===== config.mk =====
export PLATFORM = sky130hd
export DESIGN_NAME = apb_master_bridge
export DESIGN_NICKNAME = d
export VERILOG_FILES = /design/src/rtl/apb_pkg.sv /design/src/rtl/apb_cmd_fifo.sv /design/src/rtl/apb_master_bridge.sv
export SDC_FILE = /design/constraint.sdc
export NUM_CORES = 1
export LEC_CHECK = 0
export ABC_AREA = 1
export CORE_MARGIN = 4
export CORE_UTILIZATION = 43
export DETAILED_ROUTE_END_ITERATION = 8
export PLACE_DENSITY = 0.68
export SYNTH_ARGS = -nofsm -noshare
export SYNTH_HDL_FRONTEND = slang
export SYNTH_HIERARCHICAL = 1
export SYNTH_SLANG_ARGS = --single-unit

===== constraint.sdc =====
create_clock -name PCLK -period 4.7 [get_ports PCLK]
set_input_delay 0.705 -clock PCLK [delete_from_list [all_inputs] [get_ports PCLK]]
set_output_delay 0.705 -clock PCLK [all_outputs]
set_load 0.02 [all_outputs]

===== src/rtl/apb_pkg.sv =====
// Shared types for the APB master bridge: transfer-state enum, command record
// and default widths.
package apb_pkg;

    localparam int DEF_ADDR_W = 32;
    localparam int DEF_DATA_W = 32;
    localparam int DEF_STRB_W = DEF_DATA_W / 8;

    typedef enum logic [1:0] {
        IDLE,
        SETUP,
        ACCESS,
        RESP
    } apb_state_e;

    typedef struct packed {
        logic                  write;
        logic [DEF_ADDR_W-1:0] addr;
        logic [DEF_DATA_W-1:0] wdata;
        logic [DEF_STRB_W-1:0] strb;
        logic [2:0]            prot;
    } apb_cmd_t;

    // Flat width of one queued command {write, addr, wdata, strb, prot}.
    function automatic int cmd_width(input int addr_w, input int data_w);
        return 1 + addr_w + data_w + data_w / 8 + 3;
    endfunction

endpackage


===== src/rtl/apb_cmd_fifo.sv =====
// Synchronous command FIFO, power-of-two depth, wrap-bit pointers for the
// full/empty distinction. Writes when full and reads when empty are ignored.
module apb_cmd_fifo #(
    parameter int W     = 8,
    parameter int DEPTH = 4
) (
    input  logic         clk,
    input  logic         rst_n,
    input  logic         push,
    input  logic [W-1:0] din,
    input  logic         pop,
    output logic [W-1:0] dout,
    output logic         full,
    output logic         empty
);

    localparam int             PTR_W   = $clog2(DEPTH);
    localparam logic [PTR_W:0] PTR_ONE = 1;

    logic [W-1:0]   mem [DEPTH];
    logic [PTR_W:0] wr_ptr;
    logic [PTR_W:0] rd_ptr;

    assign empty = (wr_ptr == rd_ptr);
    assign full  = (wr_ptr[PTR_W] != rd_ptr[PTR_W]) &&
                   (wr_ptr[PTR_W-1:0] == rd_ptr[PTR_W-1:0]);
    assign dout  = mem[rd_ptr[PTR_W-1:0]];

    // NOTE: the storage array has no reset; clearing the pointers empties the
    // FIFO, and stale words are never read before being rewritten.
    always_ff @(posedge clk) begin
        if (push && !full) begin
            mem[wr_ptr[PTR_W-1:0]] <= din;
        end
    end

    // NOTE: sequential state uses non-blocking assignments so every flop
    // samples the pre-edge values regardless of block ordering.
    always_ff @(posedge clk or negedge rst_n) begin
        if (!rst_n) begin
            wr_ptr <= '0;
            rd_ptr <= '0;
        end else begin
            if (push && !full) wr_ptr <= wr_ptr + PTR_ONE;
            if (pop && !empty) rd_ptr <= rd_ptr + PTR_ONE;
        end
    end

endmodule


===== src/rtl/apb_master_bridge.sv =====
// Command-stream to APB3/APB4 master bridge: queues requests, runs one
// registered IDLE/SETUP/ACCESS transfer at a time, returns in-order responses.
// Optional macro APB_TIMEOUT_EN adds a PREADY watchdog of TIMEOUT ACCESS cycles.
module apb_master_bridge
    import apb_pkg::*;
#(
    parameter int ADDR_W  = DEF_ADDR_W,
    parameter int DATA_W  = DEF_DATA_W,
    parameter int DEPTH   = 4,
    parameter int TIMEOUT = 16
) (
    input  logic                PCLK,
    input  logic                PRESETn,
    input  logic                req_valid,
    output logic                req_ready,
    input  logic                req_write,
    input  logic [ADDR_W-1:0]   req_addr,
    input  logic [DATA_W-1:0]   req_wdata,
    input  logic [DATA_W/8-1:0] req_strb,
    input  logic [2:0]          req_prot,
    output logic                rsp_valid,
    input  logic                rsp_ready,
    output logic [DATA_W-1:0]   rsp_rdata,
    output logic                rsp_slverr,
    output logic                PSEL,
    output logic                PENABLE,
    output logic                PWRITE,
    output logic [ADDR_W-1:0]   PADDR,
    output logic [DATA_W-1:0]   PWDATA,
    output logic [DATA_W/8-1:0] PSTRB,
    output logic [2:0]          PPROT,
    input  logic                PREADY,
    input  logic [DATA_W-1:0]   PRDATA,
    input  logic                PSLVERR
);

    localparam int STRB_W = DATA_W / 8;
    localparam int CMD_W  = cmd_width(ADDR_W, DATA_W);

    // Out-of-range DEPTH/TIMEOUT leave this scope in the elaborated hierarchy.
    if (DEPTH < 2 || (DEPTH & (DEPTH - 1)) != 0 || TIMEOUT < 1) begin : g_invalid_params
    end

    apb_state_e state_q, state_d;

    logic              ready_q;
    logic              fifo_full, fifo_empty, fifo_pop, fifo_push;
    logic [CMD_W-1:0]  fifo_dout;

    logic              c_write;
    logic [ADDR_W-1:0] c_addr;
    logic [DATA_W-1:0] c_wdata;
    logic [STRB_W-1:0] c_strb;
    logic [2:0]        c_prot;

    logic              psel_d, penable_d, pwrite_d, rsp_valid_d, rsp_slverr_d;
    logic [ADDR_W-1:0] paddr_d;
    logic [DATA_W-1:0] pwdata_d, rsp_rdata_d;
    logic [STRB_W-1:0] pstrb_d;
    logic [2:0]        pprot_d;
    logic              xfer_done;

`ifdef APB_TIMEOUT_EN
    localparam int TCNT_W = $clog2(TIMEOUT + 1);
    logic [TCNT_W-1:0] tcnt_q, tcnt_d;
`endif

    // ready_q holds req_ready low until the first edge after reset release.
    assign req_ready = ready_q && !fifo_full;
    assign fifo_push = req_valid && req_ready;

    assign {c_write, c_addr, c_wdata, c_strb, c_prot} = fifo_dout;

    apb_cmd_fifo #(
        .W     (CMD_W),
        .DEPTH (DEPTH)
    ) u_fifo (
        .clk   (PCLK),
        .rst_n (PRESETn),
        .push  (fifo_push),
        .din   ({req_write, req_addr, req_wdata, req_strb, req_prot}),
        .pop   (fifo_pop),
        .dout  (fifo_dout),
        .full  (fifo_full),
        .empty (fifo_empty)
    );

    // NOTE: every signal assigned here gets a default first, so no path can
    // leave it unassigned and infer a latch.
    always_comb begin
        state_d      = state_q;
        psel_d       = PSEL;
        penable_d    = PENABLE;
        pwrite_d     = PWRITE;
        paddr_d      = PADDR;
        pwdata_d     = PWDATA;
        pstrb_d      = PSTRB;
        pprot_d      = PPROT;
        rsp_valid_d  = rsp_valid;
        rsp_rdata_d  = rsp_rdata;
        rsp_slverr_d = rsp_slverr;
        fifo_pop     = 1'b0;
        xfer_done    = 1'b0;
`ifdef APB_TIMEOUT_EN
        tcnt_d       = tcnt_q;
`endif

        case (state_q)
            IDLE: begin
                if (!fifo_empty) begin
                    fifo_pop = 1'b1;
                    pwrite_d = c_write;
                    paddr_d  = c_addr;
                    pwdata_d = c_wdata;
                    pstrb_d  = c_write ? c_strb : '0;
                    pprot_d  = c_prot;
                    psel_d   = 1'b1;
                    state_d  = SETUP;
                end
            end
            SETUP: begin
                penable_d = 1'b1;
                state_d   = ACCESS;
`ifdef APB_TIMEOUT_EN
                tcnt_d    = '0;
`endif
            end
            ACCESS: begin
                if (PREADY) begin
                    xfer_done    = 1'b1;
                    rsp_rdata_d  = PWRITE ? '0 : PRDATA;
                    rsp_slverr_d = PSLVERR;
                end
`ifdef APB_TIMEOUT_EN
                else if (tcnt_q == TCNT_W'(TIMEOUT - 1)) begin
                    xfer_done    = 1'b1;
                    rsp_rdata_d  = '0;
                    rsp_slverr_d = 1'b1;
                end else begin
                    tcnt_d = tcnt_q + TCNT_W'(1);
                end
`endif
            end
            RESP: begin
                if (rsp_ready) begin
                    rsp_valid_d = 1'b0;
                    state_d     = IDLE;
                end
            end
            default: state_d = IDLE;
        endcase

        if (xfer_done) begin
            psel_d      = 1'b0;
            penable_d   = 1'b0;
            rsp_valid_d = 1'b1;
            state_d     = RESP;
        end
    end

    always_ff @(posedge PCLK or negedge PRESETn) begin
        if (!PRESETn) begin
            state_q    <= IDLE;
            ready_q    <= 1'b0;
            PSEL       <= 1'b0;
            PENABLE    <= 1'b0;
            PWRITE     <= 1'b0;
            PADDR      <= '0;
            PWDATA     <= '0;
            PSTRB      <= '0;
            PPROT      <= '0;
            rsp_valid  <= 1'b0;
            rsp_rdata  <= '0;
            rsp_slverr <= 1'b0;
`ifdef APB_TIMEOUT_EN
            tcnt_q     <= '0;
`endif
        end else begin
            state_q    <= state_d;
            ready_q    <= 1'b1;
            PSEL       <= psel_d;
            PENABLE    <= penable_d;
            PWRITE     <= pwrite_d;
            PADDR      <= paddr_d;
            PWDATA     <= pwdata_d;
            PSTRB      <= pstrb_d;
            PPROT      <= pprot_d;
            rsp_valid  <= rsp_valid_d;
            rsp_rdata  <= rsp_rdata_d;
            rsp_slverr <= rsp_slverr_d;
`ifdef APB_TIMEOUT_EN
            tcnt_q     <= tcnt_d;
`endif
        end
    end

endmodule


Word level (Yosys, flattened, before mapping):

Memories as Yosys holds them, arrays and structs flattened.
Index checks and enable logic that the tools add are counted.

* equality and inequality tests: 9
* reduce and logical (&&, ||, !) cells: 18
* multiplexer cells: 20
* add/sub/neg operators: 2
* bitwise operators: 1

Operators with widths (number)
* $mux W32: 1
* $mux W1: 14
* $reduce_and A2 Y1: 4
* $reduce_bool A2 Y1: 4
* $add A3 B1 Y3 const B: 2
* $mux W2: 3
* $ne A3 B3 Y1 const B: 2
* $pmux W2 S3: 1
* $logic_and A1 B1 Y1: 5
* $eq A2 B2 Y1 const B: 2
* $mux W4: 1
* $reduce_bool A4 Y1: 1
* $eq A3 B3 Y1: 1
* $reduce_and A3 Y1: 1
* $eq A2 B1 Y1 const B: 1
* $eq A2 B2 Y1: 1
* $logic_not A1 Y1: 2
* $logic_not A2 Y1: 1
* $ne A2 B1 Y1 const B: 1
* $ne A1 B1 Y1: 1
* $not A1 Y1: 1

* input port bits: 110
* register bits after elaboration: 117
* RAM bits: 288
* word-level logic and storage cells: 65
* memories: 1

Memory list
* u_fifo.mem: words 4, bits a word 72, read ports 1, clocked after Yosys merged registers in 0, wr ports 1, line apb_cmd_fifo.sv:20 `logic [W-1:0] mem [DEPTH];`

Depth between registers and ports, before layout:

Gate-level depths: netlist of run 1.

* depth in word-level cells: 8
* mapped depth: 13
* mapped depth without buffers: 11

Hierarchy:

The synthesis of run 1 kept the hierarchy.

By module, submodules not included
* apb_cmd_fifo: cells each 757, instances 1, area an instance 11050.6 um2
* apb_master_bridge: cells each 486, instances 1, area an instance 4330.4 um2

Worst setup path after synthesis of run 1:

Ideal clock, no wire load.

* kind: reg-to-reg
* start: register u_fifo.rd_ptr[0]
* end: memory u_fifo/mem[0][0] (netlist name) (enable)
* data arrival time: 4559 ps
* stages on the path, launching flop included: 11
* path slack: -361 ps
* buffers on the path: 2
* clock period less this slack: 5061 ps
* required time: 4197 ps
* library setup time: 503 ps
* path through: dfrtp_1 > buf_6 > inv_2 > buf_6 > nand2_2 > nand2_4 > nand3_4 > inv_1 > nor3b_1 > nand2_4 > nor2_1

* longest elaborated chain between the ends: 8

RTL lines
* start: declaration: line apb_cmd_fifo.sv:22 `logic [PTR_W:0] rd_ptr;`
* start signal: assignment: line apb_cmd_fifo.sv:45 `if (pop && !empty) rd_ptr <= rd_ptr + PTR_ONE;`
* $eq A2 B2 Y1: line apb_cmd_fifo.sv:26 `(wr_ptr[PTR_W-1:0] == rd_ptr[PTR_W-1:0]);`
* $logic_and A1 B1 Y1: line apb_cmd_fifo.sv:25 `assign full = (wr_ptr[PTR_W] != rd_ptr[PTR_W]) &&`
* via fifo_full: line apb_master_bridge.sv:47 `logic fifo_full, fifo_empty, fifo_pop, fifo_push;`
* $logic_not A1 Y1: line apb_master_bridge.sv:69 `assign req_ready = ready_q && !fifo_full;`
* $logic_and A1 B1 Y1: line apb_master_bridge.sv:69
* $logic_and A1 B1 Y1: line apb_master_bridge.sv:70 `assign fifo_push = req_valid && req_ready;`
* via fifo_push: line apb_master_bridge.sv:47
* $logic_and A1 B1 Y1: line apb_cmd_fifo.sv:32 `if (push && !full) begin`
* $mux W1: line apb_cmd_fifo.sv:32
* $mux W1 (not written as such): line apb_cmd_fifo.sv:33 `mem[wr_ptr[PTR_W-1:0]] <= din;`
* end: declaration: line apb_cmd_fifo.sv:20

The timed path passes the listed nets, and every way through them passes these cells.

Final worst setup path of run 1:

* start: register u_fifo.rd_ptr[0]
* end: memory u_fifo/mem[0][20] (netlist name) (enable)

Same word-level chain as after synthesis.

==> impl_metrics.ini, run 1 <==
[route]
drt_pre_antenna_iters = 5
wl_um = 35500
vias = 9956
drt-vias-per-instance = 5.13
drc = 0
ant_nets = 0
drt-initial-drc-count = 607
wl_per_cell_um = 18.3

[logic_synthesis]
synth_area_leaders = edfxtp_1 56%, dfrtp_1 19%, nand2_1 7.5%
synth-seq-cells = 405
synth_top_area_frac = 0.562
synth.avg_cell_area_um2 = 12.4
synth_seq_area_share = 0.753
synthesis.area_mm2 = 0.0154
synthCells = 1243
synth_warnings = 6
synth_adder_area_share = 0.00732
synth_cell_types = 24
synth_mux_area_frac = 0
synth_compound_gate_area_share = 0.0869
synth_nets = 1362
synth_xor_area_frac = 0.00114
synth-simple-area-share = 0.123
synth_top_family_by_area = simple AND/OR/NAND/NOR gates
synth_top_area_cell = edfxtp_1

[power]
power.density_mw_per_mm2 = 657
vdd_drop_max_mv = 0.389
p_total_mw = 12.7
p_leak_nw = 7.36

[global_route]
grt_usage = 0.177
grt_pass1_vias = 10000
grt_max_degree = 103
antenna_found_initial = 3
grt_pass1_wl_um = 55000
grt_overflow = 0

[cells_and_area]
antenna_cells = 0
fin_nets = 1566
final_layout_size_suffix_gt1_frac = 0.0621
num-fill-cells = 3017
multiInputGateArea_mm2 = 0.00338
seq_area_mm2 = 0.0116
syn_to_final_growth_pct = 25.9
final_cell_mix = 307 x nand2_1, 288 x edfxtp_1, 217 x clkdlybuf4s50_1, 177 x o21ai_0, 150 x nor2_1
final_common_cell = nand2_1
final_cell_area_mm2 = 0.0194

[worst_hold_path]
hp-class = in -> async

[floorplan]
placementRows = 69
core_area_mm2 = 0.0354
die_h_um = 197
die_w_um = 197
fp.dieArea_mm2 = 0.0389
ioPinCount = 219
start_util = 0.435

[place]
postPlaceCellArea_mm2 = 0.0179
dp_hpwl_um = 21000
portBuffers = 218
dp_slack_ns = 0.912
place.gp.congestion = 0.807

[timing]
max_freq_ghz = 0.268
rsz0062_at_grt = no
min_period_over_period = 0.795
period_needed_ns = 3.74
maxSlewViolCount = 0
final_hold_viol_count = 0
fin_ws_ns = 0.964
setup_viol = 0
maxSlewHeadroom = 0.285
final.setup_skew_ns = 0.0229
tightestPinTransition_ns = 1.07

[critical_path]
worstPathMaxFanout = 68
worstPathRequired_ns = 4.87
max_stage_delay_ns = 0.73
crit_path_end_kind = flip-flop
crit_chain = inv_4 -> nand2_2 -> nand2_4 -> nand3_4 -> inv_1 -> nor3b_1 -> nand2_4 -> nor2_4 -> buf_4
rrSetupSlack_ns = 0.96
critPathLaunchType = flip-flop
slowest_stage = dfrtp_4
path_class = reg -> reg
crit_top_cell = nand2_4
cp.arrival_ns = 3.90

[flow_run]
cap_violations = 0

[clocking]
post_cts_buffers = 0
cts_tree = built
h-tree-depth = 2
cts_max_path_buffers = 3
clk_latency_ns = 0.54
cts_resized = 0
cts.hold.buffers_added = 0
cts_buffers = 42
clk_pin_slew_ns = 0.06
cts.sinks = 405
cts_root_buf = clkbuf_16

[status]
outcome = complete, no violations
[registers in the layout, indices dropped and copies added, names as in the netlist, 2 cells and up]
register,flops
PWDATA,32
state_q,2
PADDR,32
PSTRB,4
u_fifo/wr_ptr,3
u_fifo/mem,288
u_fifo/rd_ptr,3
PPROT,3
rsp_rdata,32
[synthesized netlist by cell type (all sizes together)]
cell	number
dfrtp	117
buf	47
nor2	154
inv	22
xnor2	1
clkbuf	25
o22ai	72
nand4	1
xor2	1
o21ai	177
edfxtp	288
nand3	16
nor3b	1
conb	1
nand2	311
ha	9
[routing by layer]
metal,vias up,GRT usage,part of all wire
met5,-,0,0.00096
met3,61,0.0329,0.059
met2,287,0.295,0.48
met1,4857,0.243,0.44
met4,6,0.0483,0.021
li1,4745,-,-
[cells by family after synthesis]
| family | Yosys count |
|---|---|
| XOR/XNOR | 2 |
| buffers and inverters | 94 |
| AO/OA/AOI/OAI | 249 |
| adder cells (fa/ha/maj) | 9 |
| flip-flops | 405 |
| AND/OR/NAND/NOR | 483 |
| other | 1 |
[critical path: cells and delay by family, from the launching register on]
family / cells / cell delay, ns
DFF: 1 / 0.73
buffers and inverters: 3 / 1.00
and+or+nand+nor: 6 / 1.59
[path summary, 6_finish.rpt]
| check | endpoint | start | cells past startpoint |
|---|---|---|---|
| worst max register to register | u_fifo/mem[0][20]$_DFFE_PP_ | u_fifo/rd_ptr[0]$_DFFE_PN0P_ | 9 |
| worst min-delay path | rsp_rdata[19]$_DFFE_PN0P_ | PRESETn | 1 |
| worst max-delay path | u_fifo/mem[0][20]$_DFFE_PP_ | u_fifo/rd_ptr[0]$_DFFE_PN0P_ | 9 |
| max in group asynchronous | rsp_rdata[29]$_DFFE_PN0P_ | PRESETn | 2 |
| worst min register to register | PADDR[31]$_DFFE_PN0P_ | PADDR[31]$_DFFE_PN0P_ | 2 |
| min in group PCLK | PADDR[31]$_DFFE_PN0P_ | PADDR[31]$_DFFE_PN0P_ | 2 |
[power breakdown]
part           switching [mW]  internal (mW)  leakage, nW
combinational            2.79           1.58         2.61
clock                    1.33           2.00        0.678
sequential              0.388           4.63         4.07
[stage by stage]
| step | cells | util | setup TNS [ns] | hold WS, ns |
|---|---|---|---|---|
| 4_1_cts | 1942 | 0.547 | 0 | 0.269 |
| 2_1_floorplan | 1243 | - | -78.04 | 0.409 |
| 3_5_place_dp | 1864 | 0.507 | 0 | 0.458 |
| 5_1_grt | 1942 | 0.547 | 0 | 0.295 |
| 3_3_place_gp | 1864 | 0.507 | 0 | 0.457 |
| 6_report | 1942 | 0.547 | 0 | 0.251 |
[area by class of cell]
| type | count | area share |
|---|---|---|
| Tap cell | 461 | 0.0298 |
| Multi-Input combinational cell | 744 | 0.175 |
| Timing Repair Buffer | 232 | 0.120 |
| Sequential cell | 405 | 0.598 |
| Inverter | 22 | 0.00459 |
| Clock inverter | 19 | 0.0116 |
| Clock buffer | 59 | 0.0613 |
Power figures use the tool's default switching activity.
==> run 2, diff against run 1 <==
==> constraint.sdc (replaced) <==
create_clock -name PCLK -period 3.3 [get_ports PCLK]
set_input_delay 0.495 -clock PCLK [delete_from_list [all_inputs] [get_ports PCLK]]
set_output_delay 0.495 -clock PCLK [all_outputs]
set_load 0.02 [all_outputs]
==> impl_metrics.ini, run 2 (synthesis gave the netlist of run 1 again) <==
[cells_and_area]
seq_area_mm2 = 0.0116
largest_reg_flops = 288
num-fill-cells = 2993
final_layout_size_suffix_gt1_frac = 0.0659
antenna_cells = 0
final_cell_area_mm2 = 0.0194
multiInputGateArea_mm2 = 0.00338
fin_nets = 1571
final_cell_mix = 307 x nand2_1, 288 x edfxtp_1, 217 x clkdlybuf4s50_1, 177 x o21ai_0, 150 x nor2_1
final_common_cell = nand2_1
syn_to_final_growth_pct = 26.2

[clocking]
cts_tree = built
cts.hold.buffers_added = 0
clk_latency_ns = 0.54
cts_max_path_buffers = 3
cts_resized = 0
post_cts_buffers = 0
h-tree-depth = 2
cts_buffers = 42
clk_pin_slew_ns = 0.06
cts_root_buf = clkbuf_16
cts.sinks = 405

[critical_path]
slowest_stage = clkdlybuf4s50_1
cp.arrival_ns = 2.31
reg2reg_from = u_fifo/wr_ptr[0]$_DFFE_PN0P_
r2r-end = u_fifo/mem[3][2]$_DFFE_PP_
max_stage_delay_ns = 0.54
crit_end = req_ready
crit_chain = xnor2_1 -> nand3_4 -> inv_1 -> nor2_1 -> clkdlybuf4s50_1
crit_path_end_kind = primary output
critPathLaunchType = flip-flop
rrSetupSlack_ns = 0.76
worstPathMaxFanout = 6
path_class = reg -> out
crit_start = u_fifo/wr_ptr[1]$_DFFE_PN0P_
r2r_cells = 12
worstPathRequired_ns = 2.80

[floorplan]
die_h_um = 197
start_util = 0.435
placementRows = 69
die_w_um = 197
core_area_mm2 = 0.0354
fp.dieArea_mm2 = 0.0389
ioPinCount = 219

[route]
ant_nets = 0
drt-initial-drc-count = 731
wl_um = 35900
vias = 10000
drt_pre_antenna_iters = 5
wl_per_cell_um = 18.5
drc = 0
drt-vias-per-instance = 5.16

[timing]
period_needed_ns = 2.80
finalSetupTns_ns = 0
final_hold_viol_count = 0
maxSlewHeadroom = 0.296
maxSlewViolCount = 0
rsz0062_at_grt = no
max_freq_ghz = 0.357
fin_ws_ns = 0.498
setup_viol = 0
final.setup_skew_ns = 0.0230
min_period_over_period = 0.849
tightestPinTransition_ns = 1.05
timing.hold.ws_ns = 0.121

[global_route]
grt_pass1_wl_um = 56400
grt_usage = 0.182
grt_overflow = 0
antenna_found_initial = 2
grt_max_degree = 104
grt_pass1_vias = 9963

[place]
place.gp.congestion = 0.778
portBuffers = 218
dp_hpwl_um = 20700
dp_slack_ns = 0.686
postPlaceCellArea_mm2 = 0.0180

[flow_run]
cap_violations = 0

[status]
outcome = complete, no violations

[power]
vdd_drop_max_mv = 0.542
p_total_mw = 18.1
power.density_mw_per_mm2 = 933
p_leak_nw = 7.38

[worst_hold_path]
hp-class = in -> async
[run 2: worst min-delay path by stage]
| stage | slack (ns) | to | cells after the start | start |
|---|---|---|---|---|
| floorplan | 0.20 | PADDR[0]$_DFFE_PN0P_ | 0 | PRESETn |
| global placement | 0.45 | rsp_valid$_DFFE_PN0P_ | 2 | rsp_valid$_DFFE_PN0P_ |
| detailed placement | 0.46 | rsp_valid$_DFFE_PN0P_ | 2 | rsp_valid$_DFFE_PN0P_ |
| CTS | 0.17 | rsp_rdata[18]$_DFFE_PN0P_ | 1 | PRESETn |
| global route | 0.20 | rsp_rdata[5]$_DFFE_PN0P_ | 1 | PRESETn |
| finish | 0.12 | rsp_rdata[18]$_DFFE_PN0P_ | 1 | PRESETn |
[run 2: report_power, final]
part,switching [mW],internal [mW],total (mW),leakage [nW]
Combinational,4.06,2.32,6.38,2.64
Clock,1.89,2.76,4.65,0.674
Sequential,0.483,6.59,7.08,4.07
Total,6.44,11.7,18.1,7.38
[run 2: area by class of cell]
cell class | instances | area share
Clock buffer | 65 | 0.0638
Clock inverter | 13 | 0.00696
Inverter | 22 | 0.00464
Multi-Input combinational cell | 744 | 0.174
Sequential cell | 405 | 0.597
Tap cell | 461 | 0.0297
Timing Repair Buffer | 237 | 0.124
[run 2: metal layers]
layer / wire length [µm] / track usage / share of wire / vias up
li1: - / - / - / 4737
met1: 15500 / 0.252 / 0.43 / 4945
met2: 17200 / 0.299 / 0.48 / 322
met3: 2560 / 0.0384 / 0.071 / 43
met4: 622 / 0.0424 / 0.017 / 2
met5: 13 / 0 / 0.00036 / -
[run 2: worst max-delay path: cells and delay by family (launching register included)]
family,cells,cell delay [ns]
DFF,1,0.43
and+or+nand+nor,2,0.28
xor gates and xnor gates,1,0.41
buffers and inverters,2,0.67
[run 2: metrics by stage]
stage | utilization | instances
CTS | 0.548 | 1947
global placement | 0.509 | 1869
finish | 0.548 | 1947
floorplan | - | 1243
global route | 0.548 | 1947
detailed placement | 0.509 | 1869
